File: src/rtl/elevator_shaft_if.sv
// Controller-to-shaft bundle: motor/door commands toward the car, sensors and
// status back toward the controller.
interface elevator_shaft_if;
  logic [1:0] AC;
  logic       Open;
  logic       S1;
  logic       S2;
  logic       S3;
  logic       S4;
  logic       S5;
  logic [2:0] floor;
  logic       moving;
  logic       fault;

  modport master (
    output AC, Open,
    input  S1, S2, S3, S4, S5, floor, moving, fault
  );

  modport slave (
    input  AC, Open,
    output S1, S2, S3, S4, S5, floor, moving, fault
  );
endinterface

File: src/rtl/elevator_shaft.sv
// Cycle-accurate car/shaft model: integrates motor commands into a position
// counter over five floors and drives the per-floor sensors back to the controller.
module elevator_shaft #(
  parameter int unsigned TRAVEL_CYCLES = 8,
  parameter int unsigned SENSE_CYCLES  = 3
) (
  input  logic              clk,
  input  logic              rst,
  elevator_shaft_if.slave   bus
);
  localparam int unsigned PW = $clog2(4 * TRAVEL_CYCLES + 1);
  localparam int unsigned CW = $clog2(SENSE_CYCLES + 1);

  typedef enum logic [1:0] {ALIGNED, MOVE, DWELL, FAULT} state_t;

  state_t          state, state_n;
  logic [PW-1:0]   p, p_n;
  logic            dir, dir_n;
  logic [CW-1:0]   cnt, cnt_n;
  logic [2:0]      floor_n;
  logic [4:0]      sense_n;
  logic            step_dir;
  logic            fault_det;

  always_comb begin
    state_n  = state;
    p_n      = p;
    dir_n    = dir;
    cnt_n    = cnt;
    floor_n  = bus.floor;
    step_dir = dir;

    fault_det = (bus.AC == 2'b11)
             || (state == MOVE    && bus.Open)
             || (state == ALIGNED && bus.AC == 2'b01 && bus.floor == 3'd5)
             || (state == ALIGNED && bus.AC == 2'b10 && bus.floor == 3'd1);

    case (state)
      ALIGNED: begin
        if (fault_det) begin
          state_n = FAULT;
        end else if (bus.AC == 2'b01) begin
          dir_n   = 1'b1;
          p_n     = p + 1'b1;
          state_n = MOVE;
        end else if (bus.AC == 2'b10) begin
          dir_n   = 1'b0;
          p_n     = p - 1'b1;
          state_n = MOVE;
        end
      end
      MOVE: begin
        if (fault_det) begin
          state_n = FAULT;
        end else begin
          // A fresh command overrides dir before this step; 00 coasts on.
          if (bus.AC == 2'b01)      step_dir = 1'b1;
          else if (bus.AC == 2'b10) step_dir = 1'b0;
          dir_n = step_dir;
          p_n   = step_dir ? p + 1'b1 : p - 1'b1;
          for (int unsigned k = 0; k < 5; k++) begin
            if (p_n == PW'(k * TRAVEL_CYCLES)) begin
              floor_n = 3'(k + 1);
              cnt_n   = CW'(SENSE_CYCLES);
              state_n = DWELL;
            end
          end
        end
      end
      DWELL: begin
        if (fault_det) begin
          state_n = FAULT;
        end else begin
          cnt_n = cnt - 1'b1;
          if (cnt == CW'(1)) state_n = ALIGNED;
        end
      end
      default: ;
    endcase

    sense_n = '0;
    for (int unsigned k = 0; k < 5; k++) begin
      sense_n[k] = (p_n == PW'(k * TRAVEL_CYCLES)) && (state_n != MOVE);
    end
  end

  // Outputs are registered from the next-state values so they line up with state.
  always_ff @(posedge clk) begin
    if (!rst) begin
      state      <= ALIGNED;
      p          <= '0;
      dir        <= 1'b1;
      cnt        <= '0;
      bus.floor  <= 3'd1;
      bus.S1     <= 1'b1;
      bus.S2     <= 1'b0;
      bus.S3     <= 1'b0;
      bus.S4     <= 1'b0;
      bus.S5     <= 1'b0;
      bus.moving <= 1'b0;
      bus.fault  <= 1'b0;
    end else begin
      state      <= state_n;
      p          <= p_n;
      dir        <= dir_n;
      cnt        <= cnt_n;
      bus.floor  <= floor_n;
      bus.S1     <= sense_n[0];
      bus.S2     <= sense_n[1];
      bus.S3     <= sense_n[2];
      bus.S4     <= sense_n[3];
      bus.S5     <= sense_n[4];
      bus.moving <= (state_n == MOVE);
      bus.fault  <= (state_n == FAULT);
    end
  end
endmodule

File: src/flat_wrapper.sv
// flat-port wrapper written by rule: the top's interface ports become plain ports
module elevator_shaft_flat 
#(
  parameter int unsigned TRAVEL_CYCLES = 8,
  parameter int unsigned SENSE_CYCLES  = 3
)
  (clk, rst, bus_AC, bus_Open, bus_S1, bus_S2, bus_S3, bus_S4, bus_S5, bus_floor, bus_moving, bus_fault);
  elevator_shaft_if bus_i ();
  input  logic clk;
  input  logic rst;
  input wire logic [$bits(bus_i.AC)-1:0] bus_AC;
  input wire logic [$bits(bus_i.Open)-1:0] bus_Open;
  output wire logic [$bits(bus_i.S1)-1:0] bus_S1;
  output wire logic [$bits(bus_i.S2)-1:0] bus_S2;
  output wire logic [$bits(bus_i.S3)-1:0] bus_S3;
  output wire logic [$bits(bus_i.S4)-1:0] bus_S4;
  output wire logic [$bits(bus_i.S5)-1:0] bus_S5;
  output wire logic [$bits(bus_i.floor)-1:0] bus_floor;
  output wire logic [$bits(bus_i.moving)-1:0] bus_moving;
  output wire logic [$bits(bus_i.fault)-1:0] bus_fault;
  assign bus_i.AC = bus_AC;
  assign bus_i.Open = bus_Open;
  assign bus_S1 = bus_i.S1;
  assign bus_S2 = bus_i.S2;
  assign bus_S3 = bus_i.S3;
  assign bus_S4 = bus_i.S4;
  assign bus_S5 = bus_i.S5;
  assign bus_floor = bus_i.floor;
  assign bus_moving = bus_i.moving;
  assign bus_fault = bus_i.fault;
  elevator_shaft #(.TRAVEL_CYCLES(TRAVEL_CYCLES), .SENSE_CYCLES(SENSE_CYCLES)) u_core (.clk(clk), .rst(rst), .bus(bus_i));
endmodule
File: config.mk
export PLATFORM = sky130hd
export DESIGN_NAME = elevator_shaft_flat
export DESIGN_NICKNAME = d
export VERILOG_FILES = /design/src/rtl/elevator_shaft_if.sv /design/src/rtl/elevator_shaft.sv /design/src/flat_wrapper.sv
export SDC_FILE = /design/constraint.sdc
export NUM_CORES = 1
export LEC_CHECK = 0
export ABC_AREA = 1
export CORE_MARGIN = 2
export CORE_UTILIZATION = 65
export DETAILED_ROUTE_END_ITERATION = 8
export DONT_BUFFER_PORTS = 1
export HOLD_SLACK_MARGIN = 0.15
export PLACE_DENSITY = 0.81
export SLEW_MARGIN = 30
export SYNTH_ARGS = -nofsm -noshare
export SYNTH_HDL_FRONTEND = slang
export SYNTH_SLANG_ARGS = --single-unit
File: constraint.sdc
create_clock -name clk -period 3.5 [get_ports clk]
set_input_delay 0.875 -clock clk [delete_from_list [all_inputs] [get_ports clk]]
set_output_delay 0.875 -clock clk [all_outputs]
set_load 0.005 [all_outputs]
# Word level (Yosys, flattened, before mapping)
# Index checks and enable logic that the tools add are counted.
# classes
bitwise	1
eq_ne	23
muxes	37
n_addsub	3
reduce_logical	22
# op_table
cell	n
$mux W2	18
$mux W6	5
$eq A6 B5 Y1 const B	4
$mux W3	5
$eq A6 B4 Y1 const B	2
$eq A6 B6 Y1 const B	2
$logic_not A6 Y1	2
$pmux W6 S2	1
$logic_and A1 B1 Y1	10
$eq A2 B1 Y1 const B	4
$eq A2 B2 Y1 const B	4
$add A6 B1 Y6 const B	1
$ne A2 B2 Y1 const B	3
$ne A6 B6 Y1 const B	1
$pmux W2 S3	1
$reduce_and A3 Y1	2
$sub A6 B1 Y6 const B	1
$mux W1	5
$reduce_bool A5 Y1	1
$pmux W2 S2	1
$reduce_and A4 Y1	1
$reduce_bool A2 Y1	2
$eq A3 B1 Y1 const B	1
$eq A3 B3 Y1 const B	1
other kinds (6)	8
# totals
output_inout_bits	10
word_cells	98
register_bits	21
in_bits	5

# Longest topological paths before layout
# Gate-level depths: netlist of the first run.
# depth
ltp_word	18
depth_mapped	16
mapped_depth_nobuf	16

# Least setup slack after synthesis of the first run
# OpenSTA, ideal clock, no wires.
# synth_timing
path_kind	in2reg
from	input bus_AC[0]
to	register u_core.cnt[0]
arrival_time_ns	1.949
cell_stages	14
slack_ns	1.441
required_ns	3.390
path_buffers	0
path_cell_list	inv_2 nand2_2 nand2_1 nand2_2 nand2_1 nand3_1 nor2_4 nand2_1 nand2_2 nand3_4 nand2_1 nand2_1 clkinv_1 nor2_1
# synth_via
elab_chain_cells	13
word_cells_on_any_way	30
# synth_rtl
item	line	text
from (decl)	flat_wrapper.sv:11	input wire logic [$bits(bus_i.AC)-1:0] bus_AC;
$eq A2 B2 Y1	elevator_shaft.sv:36, elevator_shaft.sv:58	
$mux W1	elevator_shaft.sv:58	else if (bus.AC == 2'b10) step_dir = 1'b0;
$mux W1	elevator_shaft.sv:57	if (bus.AC == 2'b01) step_dir = 1'b1;
$mux W1	elevator_shaft.sv:53	if (fault_det) begin
$mux W1	elevator_shaft.sv:38	case (state)
$mux W6	elevator_shaft.sv:60	p_n = step_dir ? p + 1'b1 : p - 1'b1;
$eq A6 B4 Y1	elevator_shaft.sv:62	if (p_n == PW'(k * TRAVEL_CYCLES)) begin
$mux W2 (4 in a row)	elevator_shaft.sv:62	
$mux W2	elevator_shaft.sv:53	
$pmux W2 S2	elevator_shaft.sv:38	
to (signal assigned)	elevator_shaft.sv:106	cnt <= cnt_n;
to (decl)	elevator_shaft.sv:19	logic [CW-1:0] cnt, cnt_n;
# Parallel ways exist; a longest one is shown, timed or not. The select of a mux whose other input is x is not followed.
# A chain may end at the register's enable or synchronous reset.

# Worst setup path in the final report of the first run
# layout_timing
from	register u_core.state[1]
to	register u_core.bus.S3
# layout_via
elab_chain_cells	9
word_cells_on_any_way	29
# layout_rtl
item	line	text
from (decl)	elevator_shaft.sv:16	state_t state, state_n;
from (signal assigned)	elevator_shaft.sv:103	state <= state_n;
$mux W2, or another cell as far along (3 in a row)	elevator_shaft.sv:62	
$mux W2 or $logic_or A1 B1 Y1 (tied branches)	elevator_shaft.sv:62, elevator_shaft.sv:35	
$mux W2 or $logic_or A1 B1 Y1 (tied branches)	elevator_shaft.sv:62, elevator_shaft.sv:36	
$mux W2, or another cell as far along	elevator_shaft.sv:53	
$pmux W2 S3 or $pmux W6 S2 (tied branches)	elevator_shaft.sv:38	
$ne A2 B1 Y1 or $eq A6 B5 Y1 (tied branches)	elevator_shaft.sv:83	sense_n[k] = (p_n == PW'(k * TRAVEL_CYCLES)) && (state_n != MOVE);
$logic_and A1 B1 Y1 *	elevator_shaft.sv:83	
to (signal assigned)	elevator_shaft.sv:110	bus.S3 <= sense_n[2];
to (decl)	elevator_shaft_if.sv:22	output S1, S2, S3, S4, S5, floor, moving, fault
# Mark *: on every way between the ends. The rest lies on a longest branch, timed or not.

==> results of run 1 <==
==> sequential cells by signal, indices dropped and copies added (netlist names) <==
register / flops
u_core.state: 2
u_core.dir: 1
u_core.bus.fault: 1
u_core.bus.S2: 1
u_core.bus.S1: 1
u_core.cnt: 2
u_core.bus.floor: 3
u_core.bus.S3: 1
u_core.p: 6
u_core.bus.S5: 1
u_core.bus.S4: 1
u_core.bus.moving: 1
==> worst min path at each step <==
| stage | start | endpoint |
|---|---|---|
| 2_1_floorplan | u_core.bus.floor[1] | u_core.bus.floor[1] |
| 3_3_place_gp | u_core.bus.floor[1] | u_core.bus.floor[1] |
| 3_5_place_dp | u_core.bus.floor[1] | u_core.bus.floor[1] |
| 4_1_cts | u_core.bus.floor[1] | u_core.bus.floor[1] |
| 5_1_grt | u_core.bus.floor[2] | u_core.bus.floor[2] |
| 6_report | u_core.bus.floor[1] | u_core.bus.floor[1] |
==> placed cells by master (no fill, tap or decap), drive strengths merged <==
cell / n
xnor2: 1
a21boi: 1
o21ai: 7
nand2: 108
o311ai: 1
a21oi: 7
nor2: 34
clkbuf: 3
ha: 3
nor3: 2
nand4: 5
clkinv: 4
dfxtp: 21
nand3: 39
inv: 34
==> per-stage QoR <==
step	instances	hold slack (ps)	power (mW)
detailed placement	294	507	0.685
global route	298	578	0.868
global placement	294	490	0.676
CTS	298	523	0.799
floorplan	270	475	0.614
finish	298	522	0.803
==> final cells by class <==
type,count,area [sq um],share of cell area
clock buffer,3,22.5,0.0142
clock inverter,1,5.00,0.00316
inverter,37,139,0.0876
multi-input combinational,208,963,0.608
sequential,21,420,0.265
tap,28,35.0,0.0221
==> power by group <==
group          internal, mW  leakage, nW  switching, mW
Combinational         0.121        0.642          0.254
Sequential            0.270        0.172         0.0388
Clock                0.0429       0.0177         0.0760
==> routing by layer <==
layer / wire length (microns) / up-vias / GRT usage / share of wire
li1: - / 854 / - / -
met1: 1710 / 697 / 0.369 / 0.47
met2: 1700 / 32 / 0.492 / 0.47
met3: 141 / 5 / 0.0371 / 0.039
met4: 57 / 0 / 0.115 / 0.016
met5: 0 / - / 0 / 0
==> synthesized netlist by cell type <==
library cell / count
nor2_4: 1
clkinv_1: 3
dfxtp_1: 21
nand3_4: 1
nand4_1: 5
nor3_2: 1
clkbuf_1: 1
nor2_1: 30
nor3_1: 1
o21ai_1: 1
o21ai_0: 5
nand3_2: 2
nand3_1: 36
xnor2_1: 1
inv_2: 8
nor2_2: 3
a21oi_1: 7
o311ai_0: 1
nand2_2: 6
a21boi_0: 1
nand2_1: 102
ha_1: 3
buf_6: 1
buf_2: 2
o21ai_2: 1
inv_1: 26
==> kinds of logic after synthesis <==
| logic type | count (synthesis) | synth area share |
|---|---|---|
| buffers and inverters | 41 | 0.106 |
| adder cells (fa/ha/maj) | 3 | 0.0243 |
| XOR/XNOR | 1 | 0.00566 |
| AND/OR/NAND/NOR | 188 | 0.534 |
| flip-flops | 21 | 0.272 |
| AO/OA/AOI/OAI | 16 | 0.0582 |
==> critical path, stage by stage (launching register included) <==
cell	delay, ps
dfxtp_1	490
inv_2	110
nand2_2	120
nor2_1	50
nand2_1	70
nand2_1	70
nor2_2	350
nand2_1	180
nand2_1	120
nand2_1	50
nor2_1	90
nand2_1	80
nor2_1	130
nand2_1	90
nor2_1	100
==> results.toml, run 1 <==
[cts]
clk_path_buf_depth = 2
hold_buffers = 0
cts_buffers = 3
ctsResizeCount = 0
cts_sinks = 21
post_cts_buffers = 0
cts_root_buf = "clkbuf_4"
insertion_delay_ps = 320
cts_max_level = 1
cts_tree = "yes"
path_clk_slew_ps = 110

[critical_path]
crit_path_start = "u_core.state[1]"
worstReg2RegEnd = "u_core.bus.S3"
required_ps = 3760
critical_path.endpoint = "u_core.bus.S3"
path_max_fanout = 11
reg2reg_from = "u_core.state[1]"
start_kind = "register"
r2r_cells = 14
worstSetupPathType = "register to register"
arrival_ps = 2420
rrSetupSlack_ps = 1340
endpoint_kind = "register"

[grt]
first_global_vias = 1423
overflow = 0
antenna_found_initial = 0
grt_max_degree = 13
track_usage = 0.290
grt_pass1_wl_microns = 5930

[drt]
drtIter0Drc = 61
wl_per_cell_microns = 12.1
num_vias = 1588
routed_wl_microns = 3600
route.detailed.drc = 0
viasPerCell = 5.33
detail-route-antenna-nets = 0
dr.pass1.iters = 4

[synth]
synth_cell_types = 26
avgSynthCellArea_sq_um = 5.73
synthTopCellsByArea = "dfxtp_1, nand2_1, nand3_1"
synthCells = 270
ys.warnings.count = 0
synth_top_area_cell = "dfxtp_1"
synthesis.area_sq_mm = 0.00155
synth_fp_nets = 278
synth-seq-cells = 21
yosys.area.top_type_share = 0.272
yosysSeqAreaShare = 0.272

[placed_design]
dpl-instance-area_sq_mm = 0.00156
hpwl_microns = 2800
gp_congestion = 0.875
place_ws_ps = 1000
io_buffers = 0

[sta]
final.min_clock_period_ps = 2160
period_share = 0.618
slew_headroom = 0.685
finalSetupViolCount = 0
setup_slack_ps = 1340
rsz0062_at_grt = "false"
tightest_slew_ps = 472
fin_setup_tns_ps = 0
fin_worst_skew_ps = 5.14
drv_slew = 0
timing.final.hold_violations = 0
fmax_mhz = 462

[cells_and_area]
stdcell_area_sq_mm = 0.00159
n_antenna_cell = 0
final_util = 0.710
n_fill_cell = 235
drive_above_1_share = 0.100
area_growth_syn_to_layout_pct = 2.43
fin_nets = 279

[die]
initial_utilization = 0.693
die_width_microns = 52.8
rows = 17
core_area_sq_mm = 0.00223
die_h_microns = 52.8
die_area_sq_mm = 0.00279
io_pins = 15

[power_and_ir_drop]
peakVddDrop_mv = 0.332
total_leakage_power_nw = 0.832
power.density_mw_per_mm2 = 506

[run_status]
status = "finished, final reports clean"

[job]
cap_violations = 0

[min_path]
hold_path.class = "register to register"
holdPathStages = 2
Note: power is estimated with default switching activity, not from simulation.
==> run 2, diff against run 1 <==
--- a/config.mk
+++ b/config.mk
@@ -7,11 +7,11 @@
 export LEC_CHECK = 0
 export ABC_AREA = 1
 export CORE_MARGIN = 2
-export CORE_UTILIZATION = 65
+export CORE_UTILIZATION = 56
 export DETAILED_ROUTE_END_ITERATION = 8
 export DONT_BUFFER_PORTS = 1
 export HOLD_SLACK_MARGIN = 0.15
-export PLACE_DENSITY = 0.81
+export PLACE_DENSITY = 0.74
 export SLEW_MARGIN = 30
 export SYNTH_ARGS = -nofsm -noshare
 export SYNTH_HDL_FRONTEND = slang
==> constraint.sdc (replaced) <==
create_clock -name clk -period 1.9 [get_ports clk]
set_input_delay 0.475 -clock clk [delete_from_list [all_inputs] [get_ports clk]]
set_output_delay 0.475 -clock clk [all_outputs]
set_load 0.005 [all_outputs]
==> run 2 against run 1 <==
Effect of this change:
- routed wire length increased by 11%
- sequential power increased by 83%
- via count is 6.7% higher
- non-clock buffer count rose by 18
- hold slack got worse by 290 ps
- die area grew 15%
- combinational power up 140%
- clock skew down 3.9 ps
- global-route usage shrank 2.6 points
- largest cell class unchanged
- highest routed layer unchanged
==> results.toml, run 2 (synthesis gave the netlist of run 1 again) <==
[drt]
drtIter0Drc = 84
wl_per_cell_microns = 12.6
dr.pass1.iters = 4
detail-route-antenna-nets = 0
viasPerCell = 5.31
routed_wl_microns = 4000
route.detailed.drc = 0
num_vias = 1695

[placed_design]
gp_congestion = 0.937
io_buffers = 0
place_ws_ps = 8.90
hpwl_microns = 3010

[cells_and_area]
final_cell_mix = "nand2_1, nand3_1, nor2_1"
n_antenna_cell = 0
largest_reg_flops = 6
regMostFlops = "u_core.p"
area_growth_syn_to_layout_pct = 17.8
final_common_cell = "nand2_1"
drive_above_1_share = 0.226
fin_nets = 297
final_util = 0.679
reg.largest.list = "u_core.p x6, u_core.bus.floor x3"

[critical_path]
path_max_fanout = 8
endpoint_kind = "register"
worstSetupPathType = "register to register"
start_kind = "register"
required_ps = 2140
r2r_cells = 14
arrival_ps = 2020

[sta]
drv_slew = 0
slew_headroom = 0.779
setup_slack_ps = 124
fin_worst_skew_ps = 1.20
tightest_slew_ps = 330
period_share = 0.934
finalSetupViolCount = 0
fmax_mhz = 563
rsz0062_at_grt = "true"
final.min_clock_period_ps = 1780
timing.final.hold_violations = 0

[grt]
track_usage = 0.264
antenna_found_initial = 0
first_global_vias = 1547
overflow = 0
grt_max_degree = 13
grt_pass1_wl_microns = 6750

[die]
rows = 19
die_area_sq_mm = 0.00320
initial_utilization = 0.576
die_width_microns = 56.6
io_pins = 15
core_area_sq_mm = 0.00269
die_h_microns = 56.6

[run_status]
status = "finished, final reports clean"

[power_and_ir_drop]
power.density_mw_per_mm2 = 923
power_mw = 1.68
peakVddDrop_mv = 0.877
total_leakage_power_nw = 0.941

[cts]
hold_buffers = 0
path_clk_slew_ps = 130
cts_tree = "yes"
cts_max_level = 1
cts_sinks = 21
cts_buffers = 3
insertion_delay_ps = 310
clk_path_buf_depth = 2
cts_root_buf = "clkbuf_4"

[min_path]
holdPathStages = 1
hold_path.class = "input pin to register"

[job]
cap_violations = 0
run 2: cell types whose count changed in the layout (fill, tap and decap cells not counted), sizes merged:
cell / before / now
buf: 0 / 18
run 2: layout make-up:
| type | count | area [sq um] |
|---|---|---|
| Timing Repair Buffer | 18 | 139 |
| Inverter | 37 | 139 |
| Clock inverter | 1 | 5.00 |
| Tap cell | 31 | 38.8 |
| Sequential cell | 21 | 438 |
| Fill cell | 269 | 863 |
| Clock buffer | 3 | 22.5 |
| Multi-Input combinational cell | 208 | 1040 |
run 2: worst max-delay path, cell delays in order, from the launching register on:
cell	delay [ps]
dfxtp_4	390
inv_1	100
ha_4	190
nand2_1	70
nand2_2	80
nand2_1	50
nand2_1	60
nand2_2	90
nor2_4	140
nand2_2	90
nand2_4	90
nand3_4	100
inv_2	80
nand2_1	60
a21oi_2	110
run 2: through the flow:
step                      setup TNS, ps  cells  area, sq um  hold WS, ps
after floorplan                       0    270         1550          475
after global placement                0    312         1670          501
after detailed placement              0    312         1670          505
after CTS                             0    316         1700          231
after global routing               -151    319         1820          219
final                                 0    319         1820          231
run 2: report_power, final:
part / total (mW) / switching, mW / internal, mW
clock: 0.225 / 0.146 / 0.0785
combinational: 0.891 / 0.544 / 0.347
sequential: 0.566 / 0.0622 / 0.504
total: 1.68 / 0.752 / 0.930
run 2: path summary, 6_finish.rpt:
path / from / endpoint / slack (ps)
worst max-delay path: u_core.p[1] / u_core.bus.floor[2] / 120
worst min-delay path: rst / u_core.bus.S1 / 230
worst max register to register: u_core.p[1] / u_core.bus.floor[2] / 120
worst min register to register: u_core.bus.floor[2] / u_core.bus.floor[2] / 530
run 2: per-layer routing:
layer	part of all wire	track usage
met5	0	0
met4	0.0052	0.0578
met3	0.051	0.0346
met2	0.48	0.434
met1	0.46	0.368
run 2: what timing repair did:
item                                    in CTS  in global routing
endpoints found under the setup margin       4                 14
pin swaps                                    0                  3
resized for setup                            2                 28
setup buffers                                0                  3
hold endpoints to repair                     0                  0
==> run 3, diff against run 2 <==
--- a/config.mk
+++ b/config.mk
@@ -6,7 +6,6 @@
 export NUM_CORES = 1
 export LEC_CHECK = 0
 export ABC_AREA = 1
-export CORE_MARGIN = 2
 export CORE_UTILIZATION = 56
 export DETAILED_ROUTE_END_ITERATION = 8
 export DONT_BUFFER_PORTS = 1
==> run 3 against run 2 <==
Effect of this change:
- design area up 0.21%
- die area down 6.9%
- register-to-register slack about the same
- non-clock buffer count up 2
- first-iteration DRC count down 26%
- critical path type unchanged
- largest power group unchanged
- highest routed layer unchanged
==> results.toml, run 3 (synthesis gave the netlist of run 1 again) <==
[critical_path]
r2r_cells = 12
required_ps = 2160
worstSetupPathType = "register to register"
critPathSlowestCell = "dfxtp_4"
reg2reg_from = "u_core.p[1]"
crit_chain = "inv_1, ha_4, inv_1, nand2_1, nand3_2, nor2_4, nand2_2, nand2_4, nand3_4, inv_2, nand2_1, a21oi_2"
path_max_fanout = 8
start_kind = "register"
arrival_ps = 2040
worstReg2RegEnd = "u_core.bus.floor[1]"
rrSetupSlack_ps = 120
slowest_delay_ps = 410
endpoint_kind = "register"

[min_path]
hold_path.class = "input pin to register"
holdPathStages = 1
hp-start = "rst"
hold_end = "u_core.bus.S1"

[cells_and_area]
final_common_cell = "nand2_1"
area_growth_syn_to_layout_pct = 18.0
reg.largest.list = "u_core.p x6, u_core.bus.floor x3"
fin_nets = 299
largest_reg_flops = 6
regMostFlops = "u_core.p"
drive_above_1_share = 0.231
multi_input_area_sq_mm = 0.00104
register_area_sq_um = 432
n_antenna_cell = 0
final_util = 0.718
n_fill_cell = 248
final_cell_mix = "nand2_1, nand3_1, nor2_1"

[sta]
rsz0062_at_grt = "true"
finalSetupViolCount = 0
final.min_clock_period_ps = 1780
period_share = 0.936
tightest_slew_ps = 309
timing.final.hold_violations = 0
fmax_mhz = 563
slew_headroom = 0.793
fin_setup_tns_ps = 0
drv_slew = 0
fin_worst_skew_ps = 17.8

[grt]
track_usage = 0.291
grt_pass1_wl_microns = 6190
first_global_vias = 1478
grt_max_degree = 12
overflow = 0
antenna_found_initial = 0

[power_and_ir_drop]
internal_power_mw = 0.908
peakVddDrop_mv = 0.764
pwr-share-seq = 0.345
swShare = 0.447
comb_power_share = 0.522
total_leakage_power_nw = 0.946
power_mw = 1.64
pwr-share-clk = 0.133
power.switching_mw = 0.733
power.density_mw_per_mm2 = 898

[cts]
cts_root_buf = "clkbuf_4"
cts_tree = "yes"
path_clk_slew_ps = 120
cts_sinks = 21
insertion_delay_ps = 320
cts_buffers = 3
cts_max_level = 1
clk_path_buf_depth = 2

[placed_design]
io_buffers = 0
hpwl_microns = 3000
gp_congestion = 0.965

[job]
cap_violations = 0

[die]
rows = 18
core_area_sq_mm = 0.00254
die_area_sq_mm = 0.00298
die_h_microns = 54.6
io_pins = 15
die_width_microns = 54.6
initial_utilization = 0.608

[drt]
num_vias = 1701
route.detailed.drc = 0
routed_wl_microns = 3960
wl_per_cell_microns = 12.4
detail-route-antenna-nets = 0
viasPerCell = 5.32
drtIter0Drc = 62
dr.pass1.iters = 4

[run_status]
status = "finished, final reports clean"
run 3: area by class of cell:
type	count	area share
clock buffer	4	0.0144
tap	30	0.0205
multi-input combinational	208	0.571
timing repair buffer	20	0.0822
sequential	21	0.236
inverter	37	0.0760
run 3: worst max-delay path: cells and delay by family, from the launching register on:
kind	cells	cell delay [ps]
AO/OA/AOI/OAI	1	110
buffers and inverters	3	230
flip-flops	1	410
AND/OR/NAND/NOR	7	690
adder cells (fa/ha/maj)	1	300
run 3: routing by layer:
metal	routed length [microns]	track usage
met1	1880	0.393
met2	1810	0.476
met3	232	0.0417
met4	45	0.0855
met5	0	0
run 3: worst max path at each step:
stage / startpoint / endpoint / slack, ps
floorplan: u_core.p[0] / u_core.cnt[0] / 110
global placement: u_core.p[1] / u_core.cnt[1] / 6
detailed placement: u_core.p[1] / u_core.cnt[0] / -20
CTS: u_core.p[1] / u_core.bus.S2 / 40
global route: u_core.p[1] / u_core.bus.floor[2] / -30
finish: u_core.p[1] / u_core.bus.floor[1] / 120
run 3: repair_timing:
item	CTS	global route
hold buffers	0	0
buffers inserted	0	1
endpoints found under the hold margin	0	0
endpoints found under the setup margin	8	14
pin swaps	0	5
gates resized for setup	1	27
cloned	0	0
run 3: stage by stage:
| stage | std cells | hold WS, ps | setup slack [ps] | instance area, sq um |
|---|---|---|---|---|
| after floorplan | 270 | 475 | 108 | 1550 |
| after global placement | 315 | 529 | 5.91 | 1700 |
| after detailed placement | 315 | 533 | -21.7 | 1700 |
| after CTS | 319 | 233 | 38.3 | 1730 |
| after global routing | 320 | 230 | -29.5 | 1830 |
| final | 320 | 233 | 122 | 1830 |
run 3: power by group through the flow:
stage	combinational, mW	sequential [mW]	clock, mW
4_1_cts	0.770	0.555	0.216
5_1_grt	0.964	0.575	0.237
6_report	0.857	0.567	0.218
2_1_floorplan	0.586	0.545	0
3_3_place_gp	0.757	0.564	0
3_5_place_dp	0.762	0.563	0
